<file path="src/rtl/clock_ctrl_pkg.sv">
// Shared types and constants for the clock time-setting controller.
// A time value is packed as {hour[4:0], min[5:0], sec[5:0]}.
package clock_ctrl_pkg;

  localparam int HOUR_W = 5;
  localparam int MIN_W  = 6;
  localparam int SEC_W  = 6;
  localparam int TIME_W = HOUR_W + MIN_W + SEC_W;

  localparam logic [HOUR_W-1:0] HOUR_MAX = 5'd23;
  localparam logic [MIN_W-1:0]  MIN_MAX  = 6'd59;
  localparam logic [SEC_W-1:0]  SEC_MAX  = 6'd59;

  typedef enum logic [2:0] {
    ST_RUN,
    ST_SET_HR,
    ST_SET_MIN,
    ST_SET_SEC,
    ST_LOAD
  } state_t;

  typedef enum logic [1:0] {
    FIELD_NONE = 2'd0,
    FIELD_HOUR = 2'd1,
    FIELD_MIN  = 2'd2,
    FIELD_SEC  = 2'd3
  } field_sel_t;

  typedef struct packed {
    logic [HOUR_W-1:0] hour;
    logic [MIN_W-1:0]  min;
    logic [SEC_W-1:0]  sec;
  } clock_time_t;

  // Out-of-range fields read from the live clock are treated as zero.
  function automatic clock_time_t sanitize_time(input clock_time_t t);
    clock_time_t r;
    r = t;
    if (t.hour > HOUR_MAX) r.hour = '0;
    if (t.min  > MIN_MAX)  r.min  = '0;
    if (t.sec  > SEC_MAX)  r.sec  = '0;
    return r;
  endfunction

endpackage

</file>
<file path="src/rtl/field_wrap_inc.sv">
// Increment a time field by one, wrapping to zero past its maximum.
module field_wrap_inc #(
  parameter int W = 6
) (
  input  logic [W-1:0] value,
  input  logic [W-1:0] max,
  output logic [W-1:0] value_inc
);

  assign value_inc = (value >= max) ? '0 : value + W'(1);

endmodule

</file>
<file path="src/rtl/clock_set_ctrl.sv">
// Button-driven time-setting controller: captures the live time, lets the user
// step hour/minute/second, then strobes the edited value back into the clock.
module clock_set_ctrl
  import clock_ctrl_pkg::*;
#(
  parameter int LOAD_CYCLES = 2,
  parameter int TIMEOUT_S   = 30
) (
  input  logic              clk,
  input  logic              rst_n,
  input  logic              tick_1hz,
  input  logic              mode_btn,
  input  logic              inc_btn,
  input  logic [TIME_W-1:0] time_out,
  output logic              time_ow,
  output logic [TIME_W-1:0] time_in,
  output logic [1:0]        edit_field,
  output logic              blink,
  output logic              busy
);

  localparam int IDLE_W = $clog2(TIMEOUT_S + 1);
  localparam int LOAD_W = $clog2(LOAD_CYCLES + 1);

  state_t            state, next_state;
  clock_time_t       edit_q, edit_d;
  clock_time_t       time_in_q;
  logic [IDLE_W-1:0] idle_cnt;
  logic [LOAD_W-1:0] load_cnt;
  logic              blink_q;

  logic              in_set, next_in_set;
  logic              any_btn;
  logic              timeout_hit;
  logic              load_done;
  logic [HOUR_W-1:0] hour_inc;
  logic [MIN_W-1:0]  min_inc;
  logic [SEC_W-1:0]  sec_inc;

  field_wrap_inc #(.W(HOUR_W)) u_hour_inc (
    .value     (edit_q.hour),
    .max       (HOUR_MAX),
    .value_inc (hour_inc)
  );

  field_wrap_inc #(.W(MIN_W)) u_min_inc (
    .value     (edit_q.min),
    .max       (MIN_MAX),
    .value_inc (min_inc)
  );

  field_wrap_inc #(.W(SEC_W)) u_sec_inc (
    .value     (edit_q.sec),
    .max       (SEC_MAX),
    .value_inc (sec_inc)
  );

  assign in_set      = (state == ST_SET_HR) || (state == ST_SET_MIN) || (state == ST_SET_SEC);
  assign next_in_set = (next_state == ST_SET_HR) || (next_state == ST_SET_MIN) ||
                       (next_state == ST_SET_SEC);
  assign any_btn     = mode_btn || inc_btn;
  // A press in the same cycle as the final tick keeps the edit alive.
  assign timeout_hit = in_set && tick_1hz && !any_btn &&
                       (idle_cnt == IDLE_W'(TIMEOUT_S - 1));
  assign load_done   = (load_cnt == LOAD_W'(LOAD_CYCLES - 1));

  // NOTE: async active-low reset in the sensitivity list; sequential state
  // always uses <= so every flop samples pre-edge values.
  always_ff @(posedge clk or negedge rst_n) begin
    if (!rst_n) state <= ST_RUN;
    else        state <= next_state;
  end

  // NOTE: defaults first so every path assigns next_state (no latch).
  always_comb begin
    next_state = state;
    unique case (state)
      ST_RUN:     if (mode_btn) next_state = ST_SET_HR;
      ST_SET_HR:  if (mode_btn) next_state = ST_SET_MIN;
                  else if (timeout_hit) next_state = ST_RUN;
      ST_SET_MIN: if (mode_btn) next_state = ST_SET_SEC;
                  else if (timeout_hit) next_state = ST_RUN;
      ST_SET_SEC: if (mode_btn) next_state = ST_LOAD;
                  else if (timeout_hit) next_state = ST_RUN;
      ST_LOAD:    if (load_done) next_state = ST_RUN;
      default:    next_state = ST_RUN;
    endcase
  end

  always_comb begin
    time_ow    = (state == ST_LOAD);
    busy       = (state != ST_RUN);
    edit_field = FIELD_NONE;
    unique case (state)
      ST_SET_HR:  edit_field = FIELD_HOUR;
      ST_SET_MIN: edit_field = FIELD_MIN;
      ST_SET_SEC: edit_field = FIELD_SEC;
      default:    edit_field = FIELD_NONE;
    endcase
  end

  // mode_btn wins over inc_btn, so increments only apply without a mode press.
  always_comb begin
    edit_d = edit_q;
    unique case (state)
      ST_RUN:     if (mode_btn) edit_d = sanitize_time(clock_time_t'(time_out));
      ST_SET_HR:  if (!mode_btn && inc_btn) edit_d.hour = hour_inc;
      ST_SET_MIN: if (!mode_btn && inc_btn) edit_d.min  = min_inc;
      ST_SET_SEC: if (!mode_btn && inc_btn) edit_d.sec  = sec_inc;
      default:    edit_d = edit_q;
    endcase
  end

  always_ff @(posedge clk or negedge rst_n) begin
    if (!rst_n) edit_q <= '0;
    else        edit_q <= edit_d;
  end

  // Entering SET_HR always comes with a mode press, which clears the counter.
  always_ff @(posedge clk or negedge rst_n) begin
    if (!rst_n)                       idle_cnt <= '0;
    else if (any_btn || !next_in_set) idle_cnt <= '0;
    else if (tick_1hz)                idle_cnt <= idle_cnt + IDLE_W'(1);
  end

  always_ff @(posedge clk or negedge rst_n) begin
    if (!rst_n)                               load_cnt <= '0;
    else if (state != ST_LOAD || load_done)   load_cnt <= '0;
    else                                      load_cnt <= load_cnt + LOAD_W'(1);
  end

  always_ff @(posedge clk or negedge rst_n) begin
    if (!rst_n)                        blink_q <= 1'b0;
    else if (next_state != state)      blink_q <= 1'b0;
    else if (tick_1hz && in_set)       blink_q <= ~blink_q;
  end

  // time_in is latched on LOAD entry and then held until the next load.
  always_ff @(posedge clk or negedge rst_n) begin
    if (!rst_n)                                         time_in_q <= '0;
    else if (state == ST_SET_SEC && next_state == ST_LOAD) time_in_q <= edit_q;
  end

  assign blink   = blink_q;
  assign time_in = time_in_q;

endmodule

</file>
<file path="config.mk">
export PLATFORM = sky130hd
export DESIGN_NAME = clock_set_ctrl
export DESIGN_NICKNAME = d
export VERILOG_FILES = /design/src/rtl/clock_ctrl_pkg.sv /design/src/rtl/field_wrap_inc.sv /design/src/rtl/clock_set_ctrl.sv
export SDC_FILE = /design/constraint.sdc
export NUM_CORES = 1
export LEC_CHECK = 0
export ABC_AREA = 1
export BUFFER_PORTS_ARGS = -buffer_cell sky130_fd_sc_hd__buf_4
export CORE_MARGIN = 4
export CORE_UTILIZATION = 57
export DETAILED_ROUTE_END_ITERATION = 6
export PLACE_DENSITY = 0.84
export SYNTH_ARGS = -nofsm -noshare
export SYNTH_HDL_FRONTEND = slang
export SYNTH_HIERARCHICAL = 1
export SYNTH_SLANG_ARGS = --single-unit
export TNS_END_PERCENT = 1
</file>
<file path="constraint.sdc">
create_clock -name clk -period 2 [get_ports clk]
set_clock_uncertainty 0.15 [all_clocks]
set_input_delay 0.1 -clock clk [delete_from_list [all_inputs] [get_ports clk]]
set_output_delay 0.1 -clock clk [all_outputs]
set_load 0.005 [all_outputs]
</file>
==> results of run 1 <==
sequential cells by signal, indices dropped and copies added (netlist names):
register	cells
edit_q	17
time_in	17
idle_cnt	5
state	3
load_cnt	2
blink	1
cell usage in the layout (no fill, tap or decap):
cell / n
a22oi_2: 1
inv_1: 49
ha_1: 23
conb_1: 17
xor2_1: 7
dlygate4sd3_1: 14
nand3_4: 1
xnor2_1: 7
a21oi_4: 1
buf_4: 48
clkbuf_8: 6
a31oi_1: 10
inv_4: 1
dfrtp_1: 45
nor3_2: 1
o21ai_1: 13
o21ai_0: 5
and3_1: 1
nand4_1: 3
inv_2: 9
nand3_2: 1
clkinvlp_4: 1
a21oi_2: 1
nand2_2: 5
bufinv_16: 1
nand3_1: 25
a21oi_1: 4
nor2_4: 1
nor2_1: 46
nor2_2: 5
o211ai_1: 7
nor2_8: 1
nand2_1: 112
timing repair:
action | 4_1_cts | 5_1_grt
gates resized for setup | 0 | 0
hold buffers | 14 | 0
endpoints found under the hold margin | 60 | 0
worst max-delay path, delay by kind of cell, from the launching register on:
family | cells | cell delay, ns
buffers and inverters | 2 | 0.66
DFF | 1 | 0.61
and+or+nand+nor | 2 | 0.19
AOI/OAI and AO/OA | 1 | 0.16
synthesized netlist by cell type, types with 3 or more instances:
| cell | instances | area, µm² |
|---|---|---|
| nor2_2 | 5 | 31.3 |
| buf_4 | 3 | 22.5 |
| dfrtp_1 | 45 | 1130 |
| nand3_1 | 25 | 125 |
| ha_1 | 23 | 288 |
| nand4_1 | 3 | 18.8 |
| a21oi_1 | 4 | 20.0 |
| a31oi_1 | 10 | 62.6 |
| inv_1 | 49 | 184 |
| nor2_1 | 46 | 173 |
| o211ai_1 | 7 | 52.6 |
| nand2_2 | 5 | 31.3 |
| clkbuf_1 | 3 | 11.3 |
| inv_2 | 9 | 33.8 |
| o21ai_1 | 13 | 65.1 |
| xor2_1 | 7 | 61.3 |
| xnor2_1 | 7 | 61.3 |
| nand2_1 | 112 | 420 |
| o21ai_0 | 5 | 25.0 |
cell families after synthesis:
kind of cell / synth area share (%)
AOI/OAI and AO/OA: 8.86
xor gates and xnor gates: 4.13
adders and majority gates: 9.70
buffers and inverters: 9.62
DFF: 38.0
other: 0.253
and+or+nand+nor: 29.5
final timing paths:
path | start | endpoint | depth (start not counted)
min | time_out[4] | edit_q[4]$_DFFE_PN0P_ | 5
max in group asynchronous | rst_n | time_in[1]$_DFFE_PN0P_ | 2
min reg2reg | load_cnt[0]$_DFF_PN0_ | load_cnt[0]$_DFF_PN0_ | 1
max | state[2]$_DFF_PN0_ | edit_q[16]$_DFFE_PN0P_ | 5
min in group asynchronous | rst_n | time_in[9]$_DFFE_PN0P_ | 2
max reg2reg | state[2]$_DFF_PN0_ | edit_q[16]$_DFFE_PN0P_ | 5
power groups by stage:
stage          Combinational, mW  Sequential [mW]  Clock [mW]
2_1_floorplan               2.01             1.63           0
3_3_place_gp                2.60             1.73           0
3_5_place_dp                2.71             1.74           0
4_1_cts                     2.76             1.72       0.737
5_1_grt                     3.20             1.78       0.782
6_report                    2.78             1.73       0.728
routing by layer:
metal,vias up,track usage [%],share of wire [%]
met5,-,0,0
met4,0,6.08,1.1
met3,8,3.92,5.4
met2,71,40.1,51
met1,1228,28.2,43
li1,1385,-,-
metrics by stage:
step | cell area, µm² | worst slack (ns) | power (mW)
after detailed placement | 3410 | 0.179 | 4.45
after global placement | 3410 | 0.242 | 4.33
after global routing | 3670 | 0.00296 | 5.76
after CTS | 3670 | 0.165 | 5.22
final | 3670 | 0.154 | 5.23
after floorplan | 3020 | 0.395 | 3.64
cell type report:
type / count / area (µm²)
clock buffers: 6 / 82.6
clock inverters: 2 / 37.5
fillers: 399 / 1210
inverters: 59 / 224
multi-input cells: 298 / 1610
flip-flops and latches: 45 / 1130
well taps: 67 / 83.8
repair buffers: 62 / 500
==> metrics.md, run 1 <==
| Metric | Value |
|---|---|
| WL/cell | `12.1 µm` |
| Fin. Hold Viols | `0` |
| Required time of the critical path | `2.08 ns` |
| CP endpoint kind | `flop` |
| Via count | `2692` |
| Starting Density | `60.8%` |
| Sequential share of power | `33.0%` |
| CP peak stage delay | `0.61 ns` |
| Dpl hpwl | `4.74 mm` |
| Switching pwr | `2.33 mW` |
| Layout cells sized above 1 | `17.8%` |
| Worst-path cell chain | `inv_4, nand3_4, nand3_1, dlygate4sd3_1, a31oi_1` |
| Number of distinct library cells after synthesis | `32` |
| Clock edge transition at the registers on the reported setup and hold paths | `0.09 ns` |
| Final Max Tran Viols | `0` |
| Initial antenna violation count | `0` |
| CTS Buf Count | `5` |
| First drt pass iteration count | `4` |
| Sink Count | `45` |
| Post-Syn Instances | `396` |
| Status | `completed` |
| DIE HEIGHT | `80.1 µm` |
| TNS Setup | `0 ns` |
| Initial drt markers | `163` |
| Final nets | `516` |
| Clock power share | `13.9%` |
| Post-synth EDFFs | `0` |
| Die X-Extent | `80.1 µm` |
| Synth async-reset ratio | `100%` |
| GPL Wtd Cong | `0.842` |
| Routed wire length | `6.53 mm` |
| Clk root buf | `clkbuf_8` |
| Final min period | `1.85 ns` |
| Worst slew pin tran | `0.564 ns` |
| Register area share after synthesis | `38.0%` |
| Switch share | `44.6%` |
| Diode count | `0` |
| Wire length of the first global-routing pass | `11.5 mm` |
| CTS H-Tree Depth | `2` |
| Period Utilization, post-route | `92.3%` |
| Slowest cell on crit path | `dfrtp_1` |
| Vias per cell | `4.99` |
| Pint | `2.90 mW` |
| Comb power frac | `53.1%` |
| Worst min-delay path category | `input port to flop` |
| Layout Utilization | `75.1%` |
| Pleak | `2.01 nW` |
| GRT Total Usage | `22.6%` |
| P&R area growth vs syn | `23.6%` |
| R2R setup slack | `0.15 ns` |
| Vias in the first global route | `2717` |
| Largest net degree at the start of global routing | `46` |
| Hold Slack | `0.0138 ns` |
| Primary FF master, synth | `dfrtp_1` |
| Total global routing overflow | `0` |
| DR DRC count | `0` |
| CTS tree | `built` |
| Relative slew margins | `62.4%` |
| Number of post-CTS setup repair buffers | `0` |
| Clk buf depth | `2` |
| F_max | `542 MHz` |
| Type of the worst setup path | `flop to flop` |
| Placed insts | `517` |
| Cell Area, Synth | `2970 µm²` |
| Port-buffer cells | `43` |
| Core area | `4880 µm²` |
| ANT nets after route | `0` |
| Post-synthesis register bit count | `45` |
| Startpoint Class | `flop` |
| Pwr per Cell Area | `1430 nW/µm²` |
| IO Count | `44` |
| Final setup vio count | `0` |
| CP arrival | `1.93 ns` |
| Non-Filler Instances | `539` |
| Crit-path max FO | `7` |
| VDD IR-drop max | `0.892 mV` |
| RSZ-0062 raised after global routing | `no` |
| Yosys warnings | `6` |
| Die area | `6420 µm²` |
| Syn avg cell area | `7.49 µm²` |
| Cell Rows | `25` |
| Worst skew pair latency | `0.30 ns` |
| Max Cap Viol | `0` |
Power figures use the tool's default switching activity.
==> run 2, diff against run 1 <==
- CORE_UTILIZATION: 57 -> 55
- PLACE_DENSITY: 0.84 -> 0.81
==> run 2 against run 1 <==
  * Global-route usage is 2.0 points lower
  * Critical path type unchanged
  * Cell area down 0.68%
  * Sequential share of layout area is 0.28 points higher
  * Count of clock-buffer cells in the layout up 1
  * Routed wire length down 3.9%
  * Non-clock buffer count did not move
  * Sequential power hardly changed
  * Critical path depth is the same
  * Utilization shrank 4.7 points
  * Flip-flop and latch count stayed put
==> metrics.md, run 2 (synthesized netlist as in run 1, its figures left out) <==
| Metric | Value |
|---|---|
| Status | `completed` |
| Tot Pwr | `5.05 mW` |
| Final Max Tran Viols | `0` |
| Dpl hpwl | `4.61 mm` |
| VDD IR-drop max | `1.07 mV` |
| CP endpoint kind | `flop` |
| Pleak | `1.99 nW` |
| F_max | `545 MHz` |
| Area of the multi-input gates | `1610 µm²` |
| Max Cap Viol | `0` |
| Reg2Reg Launch Point | `state[0]$_DFF_PN0_` |
| Fillers | `422` |
| Wire length on met1 | `2.84 mm` |
| Final min period | `1.84 ns` |
| Vias per cell | `4.93` |
| Total global routing overflow | `0` |
| Worst slew pin tran | `0.578 ns` |
| Cell Rows | `26` |
| Type of the worst setup path | `flop to flop` |
| Relative slew margins | `61.5%` |
| Die area | `6630 µm²` |
| TNS Setup | `0 ns` |
| Pwr per Cell Area | `1390 nW/µm²` |
| CTS tree | `built` |
| Clk root buf | `clkbuf_8` |
| CP startpoint | `state[0]$_DFF_PN0_` |
| Final nets | `516` |
| Metal3 WL | `321 µm` |
| Vias in the first global route | `2430` |
| Die X-Extent | `81.4 µm` |
| Diode count | `0` |
| Via count | `2669` |
| Met2 WL | `3.07 mm` |
| Routed wire length | `6.28 mm` |
| CTS Buf Count | `5` |
| Largest net degree at the start of global routing | `46` |
| Crit-path max FO | `12` |
| Worst min-delay path category | `input port to flop` |
| Core area | `5170 µm²` |
| WL/cell | `11.6 µm` |
| Fin. Hold Viols | `0` |
| Most frequent cells in the layout | `nand2_1, inv_1, buf_4` |
| Clk buf depth | `2` |
| Top Metal Used | `met4` |
| Port-buffer cells | `43` |
| Start point of the worst hold path | `mode_btn` |
| DIE HEIGHT | `81.4 µm` |
| Most common cell after layout, fill and taps aside | `nand2_1` |
| Period Utilization, post-route | `91.8%` |
| DR DRC count | `0` |
| Worst skew pair latency | `0.29 ns` |
| Initial antenna violation count | `0` |
| IO Count | `44` |
| P&R area growth vs syn | `22.7%` |
| Final setup vio count | `0` |
| First drt pass iteration count | `5` |
| Layout cells sized above 1 | `18.0%` |
| Initial drt markers | `198` |
| RSZ-0062 raised after global routing | `no` |
| Number of post-CTS setup repair buffers | `0` |
| FF+latch area | `1130 µm²` |
| Clock edge transition at the registers on the reported setup and hold paths | `0.08 ns` |
| CTS H-Tree Depth | `2` |
| ANT nets after route | `0` |
| Startpoint Class | `flop` |
| Required time of the critical path | `2.06 ns` |
| Sink Count | `45` |
| CP arrival | `1.90 ns` |
| Wire length of the first global-routing pass | `10.7 mm` |
| GRT Total Usage | `20.6%` |
| Starting Density | `57.4%` |
| GPL Wtd Cong | `0.834` |
run 2: cell count changes in the layout (fill, tap and decap cells not counted), sizes merged:
cell      delta
clkbuf       +1
bufinv       -1
clkinvlp     -1
run 2: layer usage:
layer | global-route usage, % | vias up
met2 | 34.7 | 68
met5 | 0 | -
met3 | 4.61 | 7
met4 | 5.07 | 0
met1 | 26.8 | 1219
li1 | - | 1375
run 2: worst max-delay path: stages, from the launching register on:
cell     delay (ns)
dfrtp_1        0.55
nor2_8         0.23
nand2_2        0.13
a22oi_2        0.43
nor2_1         0.10
a31oi_1        0.17
run 2: layout make-up:
cell class / instances / share of cell area (%)
multi-input combinational: 298 / 44.3
sequential: 45 / 31.0
timing repair buffer: 62 / 13.7
inverter: 59 / 6.15
tap: 70 / 2.41
clock buffer: 7 / 2.37
run 2: path summary, 6_finish.rpt:
| path | end | slack [ns] | cells after the start |
|---|---|---|---|
| hold / removal | idle_cnt[0]$_DFFE_PN0P_ | 0.02 | 4 |
| max in group asynchronous | edit_q[0]$_DFFE_PN0P_ | 1.08 | 2 |
| setup / recovery | edit_q[11]$_DFFE_PN0P_ | 0.16 | 5 |
| min in group asynchronous | time_in[4]$_DFFE_PN0P_ | 0.20 | 2 |
| hold reg to reg | load_cnt[0]$_DFF_PN0_ | 0.28 | 1 |
| setup reg to reg | edit_q[11]$_DFFE_PN0P_ | 0.16 | 5 |
run 2: stage by stage:
| step | util, % | instances | area [µm²] | setup WS [ns] | hold slack [ns] |
|---|---|---|---|---|---|
| 3_3_place_gp | 65.9 | 520 | 3410 | 0.207 | -0.0136 |
| 5_1_grt | 70.4 | 541 | 3640 | 0.00533 | 0.0423 |
| 4_1_cts | 70.3 | 541 | 3640 | 0.165 | 0.0126 |
| 6_report | 70.4 | 541 | 3640 | 0.164 | 0.0183 |
| 2_1_floorplan | - | 411 | 3020 | 0.395 | -0.346 |
| 3_5_place_dp | 65.9 | 520 | 3410 | 0.182 | -0.00783 |
run 2: repair_timing:
item / 4_1_cts / 5_1_grt
setup endpoints to repair: 0 / 2
hold endpoints to repair: 59 / 0
hold buffers: 14 / 0
resized for setup: 0 / 3
run 2: where the power goes:
part	internal [mW]	leakage [nW]	total, mW	switching [mW]
Sequential	1.30	0.562	1.72	0.421
Clock	0.274	0.0443	0.564	0.289
Combinational	1.21	1.39	2.77	1.56
